$ cat src/rtl/pll_reset_sequencer_pkg.sv
// Shared definitions for the PLL reset sequencer: state encoding and counter sizing.
// Imported by the sequencer top and its testbench.
package pll_reset_sequencer_pkg;

  typedef enum logic [1:0] {
    WAIT_LOCK = 2'd0,
    HOLD      = 2'd1,
    RUN       = 2'd2
  } state_e;

  // Wide enough to hold the larger of the two terminal counts with one spare bit.
  function automatic int cnt_width(input int lock_cycles, input int hold_cycles);
    int larger;
    if (lock_cycles > hold_cycles) begin
      larger = lock_cycles;
    end else begin
      larger = hold_cycles;
    end
    return $clog2(larger) + 32'sd1;
  endfunction

endpackage

$ cat src/rtl/pll_reset_sequencer_sync_2ff.sv
// Generic two-flop synchronizer with asynchronous active-low clear.
// Also intended for debouncing-path button inputs.
module sync_2ff #(
  parameter int WIDTH = 1
) (
  input  logic             clock,
  input  logic             reset_n,
  input  logic [WIDTH-1:0] d,
  output logic [WIDTH-1:0] q
);

  logic [WIDTH-1:0] meta_r;
  logic [WIDTH-1:0] sync_r;

  // Two-stage capture of the asynchronous input.
  always_ff @(posedge clock or negedge reset_n) begin
    if (!reset_n) begin
      meta_r <= {WIDTH{1'b0}};
      sync_r <= {WIDTH{1'b0}};
    end else begin
      meta_r <= d;
      sync_r <= meta_r;
    end
  end

  assign q = sync_r;

endmodule

$ cat src/rtl/pll_reset_sequencer.sv
// Holds the design in reset until PLL lock has been stable for a programmed time,
// then releases it synchronously; records lock drops seen after the stability check.
module pll_reset_sequencer
  import pll_reset_sequencer_pkg::*;
#(
  parameter int LOCK_STABLE_CYCLES = 16,
  parameter int RESET_HOLD_CYCLES  = 8,
  parameter int LOSS_CNT_W         = 4
) (
  input  logic                  clock,
  input  logic                  reset_n,
  input  logic                  pll_locked,
  input  logic                  soft_reset,
  output logic                  reset_out,
  output logic                  ready,
  output logic                  lock_lost,
  output logic [LOSS_CNT_W-1:0] loss_count
);

  localparam int CNT_W = cnt_width(LOCK_STABLE_CYCLES, RESET_HOLD_CYCLES);
  localparam logic [CNT_W-1:0] CNT_ZERO  = {CNT_W{1'b0}};
  localparam logic [CNT_W-1:0] CNT_ONE   = CNT_W'(1'b1);
  localparam logic [CNT_W-1:0] LOCK_LAST = CNT_W'(LOCK_STABLE_CYCLES - 1);
  localparam logic [CNT_W-1:0] HOLD_LAST = CNT_W'(RESET_HOLD_CYCLES - 1);
  localparam logic [LOSS_CNT_W-1:0] LOSS_MAX = {LOSS_CNT_W{1'b1}};
  localparam logic [LOSS_CNT_W-1:0] LOSS_ONE = LOSS_CNT_W'(1'b1);

  logic                  lk_s;
  state_e                state_r;
  state_e                state_s;
  logic [CNT_W-1:0]      cnt_r;
  logic [CNT_W-1:0]      cnt_s;
  logic                  loss_s;
  logic                  reset_out_r;
  logic                  lock_lost_r;
  logic [LOSS_CNT_W-1:0] loss_count_r;

  sync_2ff #(
    .WIDTH(1)
  ) u_lock_sync (
    .clock  (clock),
    .reset_n(reset_n),
    .d      (pll_locked),
    .q      (lk_s)
  );

  // Next-state and counter logic; lock drop outranks soft_reset, which outranks counting.
  always_comb begin
    state_s = state_r;
    cnt_s   = cnt_r;
    loss_s  = 1'b0;
    case (state_r)
      WAIT_LOCK: begin
        if (!lk_s) begin
          cnt_s = CNT_ZERO;
        end else if (cnt_r == LOCK_LAST) begin
          state_s = HOLD;
          cnt_s   = CNT_ZERO;
        end else begin
          cnt_s = cnt_r + CNT_ONE;
        end
      end
      HOLD: begin
        if (!lk_s) begin
          state_s = WAIT_LOCK;
          cnt_s   = CNT_ZERO;
          loss_s  = 1'b1;
        end else if (soft_reset) begin
          cnt_s = CNT_ZERO;
        end else if (cnt_r == HOLD_LAST) begin
          state_s = RUN;
          cnt_s   = CNT_ZERO;
        end else begin
          cnt_s = cnt_r + CNT_ONE;
        end
      end
      RUN: begin
        if (!lk_s) begin
          state_s = WAIT_LOCK;
          cnt_s   = CNT_ZERO;
          loss_s  = 1'b1;
        end else if (soft_reset) begin
          state_s = HOLD;
          cnt_s   = CNT_ZERO;
        end else begin
          state_s = RUN;
        end
      end
      default: begin
        state_s = WAIT_LOCK;
        cnt_s   = CNT_ZERO;
      end
    endcase
  end

  // State, counter and output registers; reset_out tracks the next state so it
  // asserts on the very edge that leaves RUN.
  always_ff @(posedge clock or negedge reset_n) begin
    if (!reset_n) begin
      state_r      <= WAIT_LOCK;
      cnt_r        <= CNT_ZERO;
      reset_out_r  <= 1'b1;
      lock_lost_r  <= 1'b0;
      loss_count_r <= {LOSS_CNT_W{1'b0}};
    end else begin
      state_r     <= state_s;
      cnt_r       <= cnt_s;
      reset_out_r <= (state_s != RUN);
      lock_lost_r <= lock_lost_r | loss_s;
      if (loss_s && (loss_count_r != LOSS_MAX)) begin
        loss_count_r <= loss_count_r + LOSS_ONE;
      end else begin
        loss_count_r <= loss_count_r;
      end
    end
  end

  assign reset_out  = reset_out_r;
  assign ready      = ~reset_out_r;
  assign lock_lost  = lock_lost_r;
  assign loss_count = loss_count_r;

endmodule
$ cat config.mk
export PLATFORM = sky130hd
export DESIGN_NAME = pll_reset_sequencer
export DESIGN_NICKNAME = d
export VERILOG_FILES = /design/src/rtl/pll_reset_sequencer_pkg.sv /design/src/rtl/pll_reset_sequencer_sync_2ff.sv /design/src/rtl/pll_reset_sequencer.sv
export SDC_FILE = /design/constraint.sdc
export NUM_CORES = 1
export LEC_CHECK = 0
export CAP_MARGIN = 20
export CORE_MARGIN = 2
export CORE_UTILIZATION = 60
export CTS_BUF_LIST = sky130_fd_sc_hd__clkbuf_4
export DETAILED_ROUTE_END_ITERATION = 6
export PLACE_DENSITY = 0.82
export SKIP_CTS_REPAIR_TIMING = 1
export SYNTH_ARGS = -nofsm -noshare
export SYNTH_HDL_FRONTEND = slang
export SYNTH_SLANG_ARGS = --single-unit
export TNS_END_PERCENT = 1
$ cat constraint.sdc
create_clock -name clock -period 3.22 [get_ports clock]
set_input_delay 0.966 -clock clock [delete_from_list [all_inputs] [get_ports clock]]
set_output_delay 0.966 -clock clock [all_outputs]
set_load 0.01 [all_outputs]
---- Yosys cells after proc, flatten, opt, wreduce, memory -nomap -nowiden ----
Index checks and enable logic that the tools add are counted.
word-level totals
  output and inout bits ................... 7
  input bits .............................. 4
  register bits after elaboration ......... 15
operators by class
  mux-type cells .......................... 18
  equality and inequality tests ........... 7
  reduce and logical (&&, ||, !) cells .... 3
  $add $sub $neg .......................... 2
  bitwise gates (word level) .............. 2
operators with widths
  cell                                                              count
  5-bit two-way mux                                                 7
  5-bit case mux with 3 select lines                                1
  2-bit two-way mux                                                 7
  2-bit case mux with 3 select lines                                1
  5-bit by 1-bit adder with 5-bit output (second input constant)    1
  5-bit by 3-bit == test with 1-bit output (second input constant)  1
  5-bit by 4-bit == test with 1-bit output (second input constant)  1
  4-bit by 1-bit adder with 4-bit output (second input constant)    1
  4-bit inequality test (second input constant)                     1
  3-bit inequality test (second input constant)                     1
  2-bit by 1-bit == test with 1-bit output (second input constant)  1
  2-bit == test (second input constant)                             1
  2-bit zero test                                                   1
  1-bit two-way mux                                                 2
  2-bit inequality test (second input constant)                     1
  2-bit OR reduction                                                1
  1-bit logical AND                                                 1
  1-bit inverter                                                    1
  1-bit OR                                                          1

---- Longest topological paths before layout ----
  depth after elaboration ................. 6
  depth in mapped cells ................... 8
  depth with buffers taken out ............ 8

---- Cells and area by module ----
A second synthesis with hierarchy kept.
unflattened totals
  cells, all modules ...................... 73
  area total of the unflattened synthesis .. 850.8 µm²
modules (own cells, without submodules)
  module               cells an instance  area an instance (µm²)  instances
  pll_reset_sequencer  71                 800.8                   1
  sync_2ff             2                  50.0                    1

---- Worst setup path after synthesis ----
OpenSTA, ideal clock, no wires.
  kind .................................... input-to-reg
  start point ............................. input soft_reset
  end point ............................... register reset_out_r (netlist: reset_out)
  slack ................................... 1.529 ns
  data arrival time ....................... 1.602 ns
  required time ........................... 3.131 ns
  setup time .............................. 0.089 ns
  stages .................................. 4
  buffers on the path ..................... 0
  cells stage by stage .................... nor2b_4 > o21ai_2 > a2111oi_1 > o21ai_1
between the ends
  word-level cells in the longest chain between the ends .. 4
RTL lines
  element                                      RTL line                                              source
  start: declaration                           pll_reset_sequencer.sv:13                             input logic soft_reset,
  2-bit two-way mux, on equally long branches  pll_reset_sequencer.sv:82, pll_reset_sequencer.sv:68
  2-bit two-way mux, on equally long branches  pll_reset_sequencer.sv:78, pll_reset_sequencer.sv:64
  2-bit case mux with 3 select lines (*)       pll_reset_sequencer.sv:52                             case (state_r)
  2-bit inequality test (*)                    pll_reset_sequencer.sv:108                            reset_out_r <= (state_s != RUN);
  end signal: assignment                       pll_reset_sequencer.sv:108
  end: declaration                             pll_reset_sequencer.sv:34                             logic reset_out_r;
Mark *: on every way between the ends. The rest lies on a longest branch, timed or not.
A chain may end at the register's enable or synchronous reset.

---- Final worst setup path ----
  start point ............................. register reset_out_r (netlist: reset_out)
  end point ............................... output reset_out
RTL lines
  element           RTL line                   source
  end: declaration  pll_reset_sequencer.sv:14  output logic reset_out,
No word-level cell between the ends.

==> run metrics <==
status finished clean; Slew Limit Fails 0; Core Box Area 1330 um2; Tot GR Track Use 0.206; Post-synth EDFFs 0; endpoints failing setup 0; Starting Density 0.654; fillers 87; CTS buffer count 3; GP Congestion 0.839; CTS tree done; clk root buf clkbuf_4; # IOs 11; first-pass GRT wire length 2720 um; most common cell in the netlist dfrtp_1; vias in the first global route 651; largest net degree at the start of global routing 16; reg-to-reg startpoint cnt_r[0]; cell leakage power 0.429 nW; CTS clk-pin slew, worst paths 0.10 ns; post-synth cell types 34; Yosys warnings 0; die span in y 42.1 um; CP Max Fanout 2; Via density 5.93; Die W 42.1 um; Tightest Pin Transition 0.648 ns; Final Hold Fails 0; Setup WS post-layout 0.900 ns; Synth Area per Inst 9.91 um2; slowest cell on the critical path dfstp_2; clk_lat worst skew 0.29 ns; syn nets 100; unrepaired setup endpoints after global routing no; drt drc 0; worst hold-check path type register to register; FF-to-FF setup slack 1.38 ns; area leader, netlist dfrtp_1; Seq/Total Area, Yosys 0.432; synthesized cell area 872 um2; Clock Sinks 15; Placement Setup Slack 0.903 ns; Post-DRT Antenna Nets 0; vias after detailed routing 688; Mapped Cells 88; Critical Path End Type primary output; Max IR drop VDD 0.000307 V; grt ovf 0; crit path DAT 1.35 ns; synthesized flop and latch total 15; Inserted Diodes 0; Top FF cell, synth dfrtp_1; Max Clock Skew 0.00305 ns; CP required 2.25 ns; dpl cells 112; PortBufs 10; H-tree levels 1; crit path buf inv count 1; DIE AREA 1770 um2; CP peak stage delay 0.54 ns; nets 114; Relative slew margins 0.567; crit-path leading delay family flip-flops; Fin Setup TNS 0 ns; Finished Layout Cells 116; max-cap violations 0; share of cells above drive strength 1 0.109; f_max 0.431 GHz; routed wire length 1650 um; DP HPWL 1210 um; area share of the leading cell type in the synthesized netlist 0.402; largest cells by area after synthesis dfrtp_1 40%, ha_1 11%, o21ai_1 3.4%; crit share post-route 0.721; Area Growth Syn to Fin 15.8%; clk buf depth 2; min Tclk post-route 2.32 ns; first-iteration detailed-routing DRC count 6; Row Count 13; Critical Path Start reset_out; startpoint types register; initial antenna violation count 0; WS Path Type register to primary output; FFs w/ async S/R, synth 1.00; Routed WL per cell 14.2 um; pwr/cell area 340 nW/um2; drt pass-1 iters 4; Synth top cells by count 14 x dfrtp_1, 8 x ha_1, 7 x inv_1, 6 x o21ai_1; worst hold start u_lock_sync.meta_r; crit-path cells clkdlybuf4s50_1
==> metrics by stage <==
| step | utilization | hold slack [ns] | area, um2 | total power [mW] |
|---|---|---|---|---|
| finish | 0.757 | 0.357 | 1010 | 0.343 |
| global route | 0.757 | 0.364 | 1010 | 0.357 |
| CTS | 0.757 | 0.361 | 1010 | 0.347 |
| detailed placement | 0.735 | 0.337 | 980 | 0.233 |
| global placement | 0.735 | 0.341 | 980 | 0.232 |
| floorplan | - | 0.331 | 872 | 0.220 |
==> cell usage in the layout (no fill, tap or decap), drive strengths merged, types with 2 or more instances in the layout <==
master         count
dfrtp             14
nand2b             4
ha                 8
nor2b              2
clkdlybuf4s50     10
clkbuf             3
o21ai             10
inv                8
nand3              5
a21oi              5
nor2               4
a31oi              3
nand4              3
nor3               2
nand2              5
==> per-layer routing <==
metal	part of all wire	GRT usage
met3	0.021	0.0259
met1	0.47	0.232
met5	0	0
met4	0.036	0.156
met2	0.48	0.350
==> state kept, by name, summed over array words and instances, names as in the netlist <==
register and cells:
lock_lost 1, u_lock_sync.meta_r 1, reset_out 1, state_r 2, loss_count 4, cnt_r 5
u_lock_sync.q 1
==> where the power goes <==
group	internal [mW]	switching (mW)	leakage, nW
combinational	0.0132	0.0143	0.226
clock	0.0474	0.0664	0.0139
sequential	0.194	0.00757	0.189
==> kinds of logic (layout without fill, tap and decap cells) <==
group | after synthesis | count (layout) | share of synthesized area
AO/OA/AOI/OAI | 24 | 24 | 0.181
XOR/XNOR | 2 | 2 | 0.0201
adder cells (fa/ha/maj) | 8 | 8 | 0.115
buffers and inverters | 9 | 22 | 0.0473
flip-flops | 15 | 15 | 0.432
multiplexers | 1 | 1 | 0.0129
AND/OR/NAND/NOR | 29 | 29 | 0.192
==> worst paths after layout <==
kind | end | depth (start not counted)
setup / recovery | reset_out | 1
hold / removal | u_lock_sync.q | 0
min in group asynchronous | lock_lost | 1
hold reg to reg | u_lock_sync.q | 0
setup reg to reg | reset_out | 8
max in group asynchronous | loss_count[1] | 1
==> final cells by class <==
type	instances	area [um2]	area share
tap	15	18.8	0.0186
inverter	8	30.0	0.0297
sequential	15	377	0.373
clock buffer	3	22.5	0.0223
timing repair buffer	10	100	0.0991
clock inverter	1	7.51	0.00743
multi-input combinational	64	454	0.450
No activity file was read; power rests on OpenSTA's default activity.
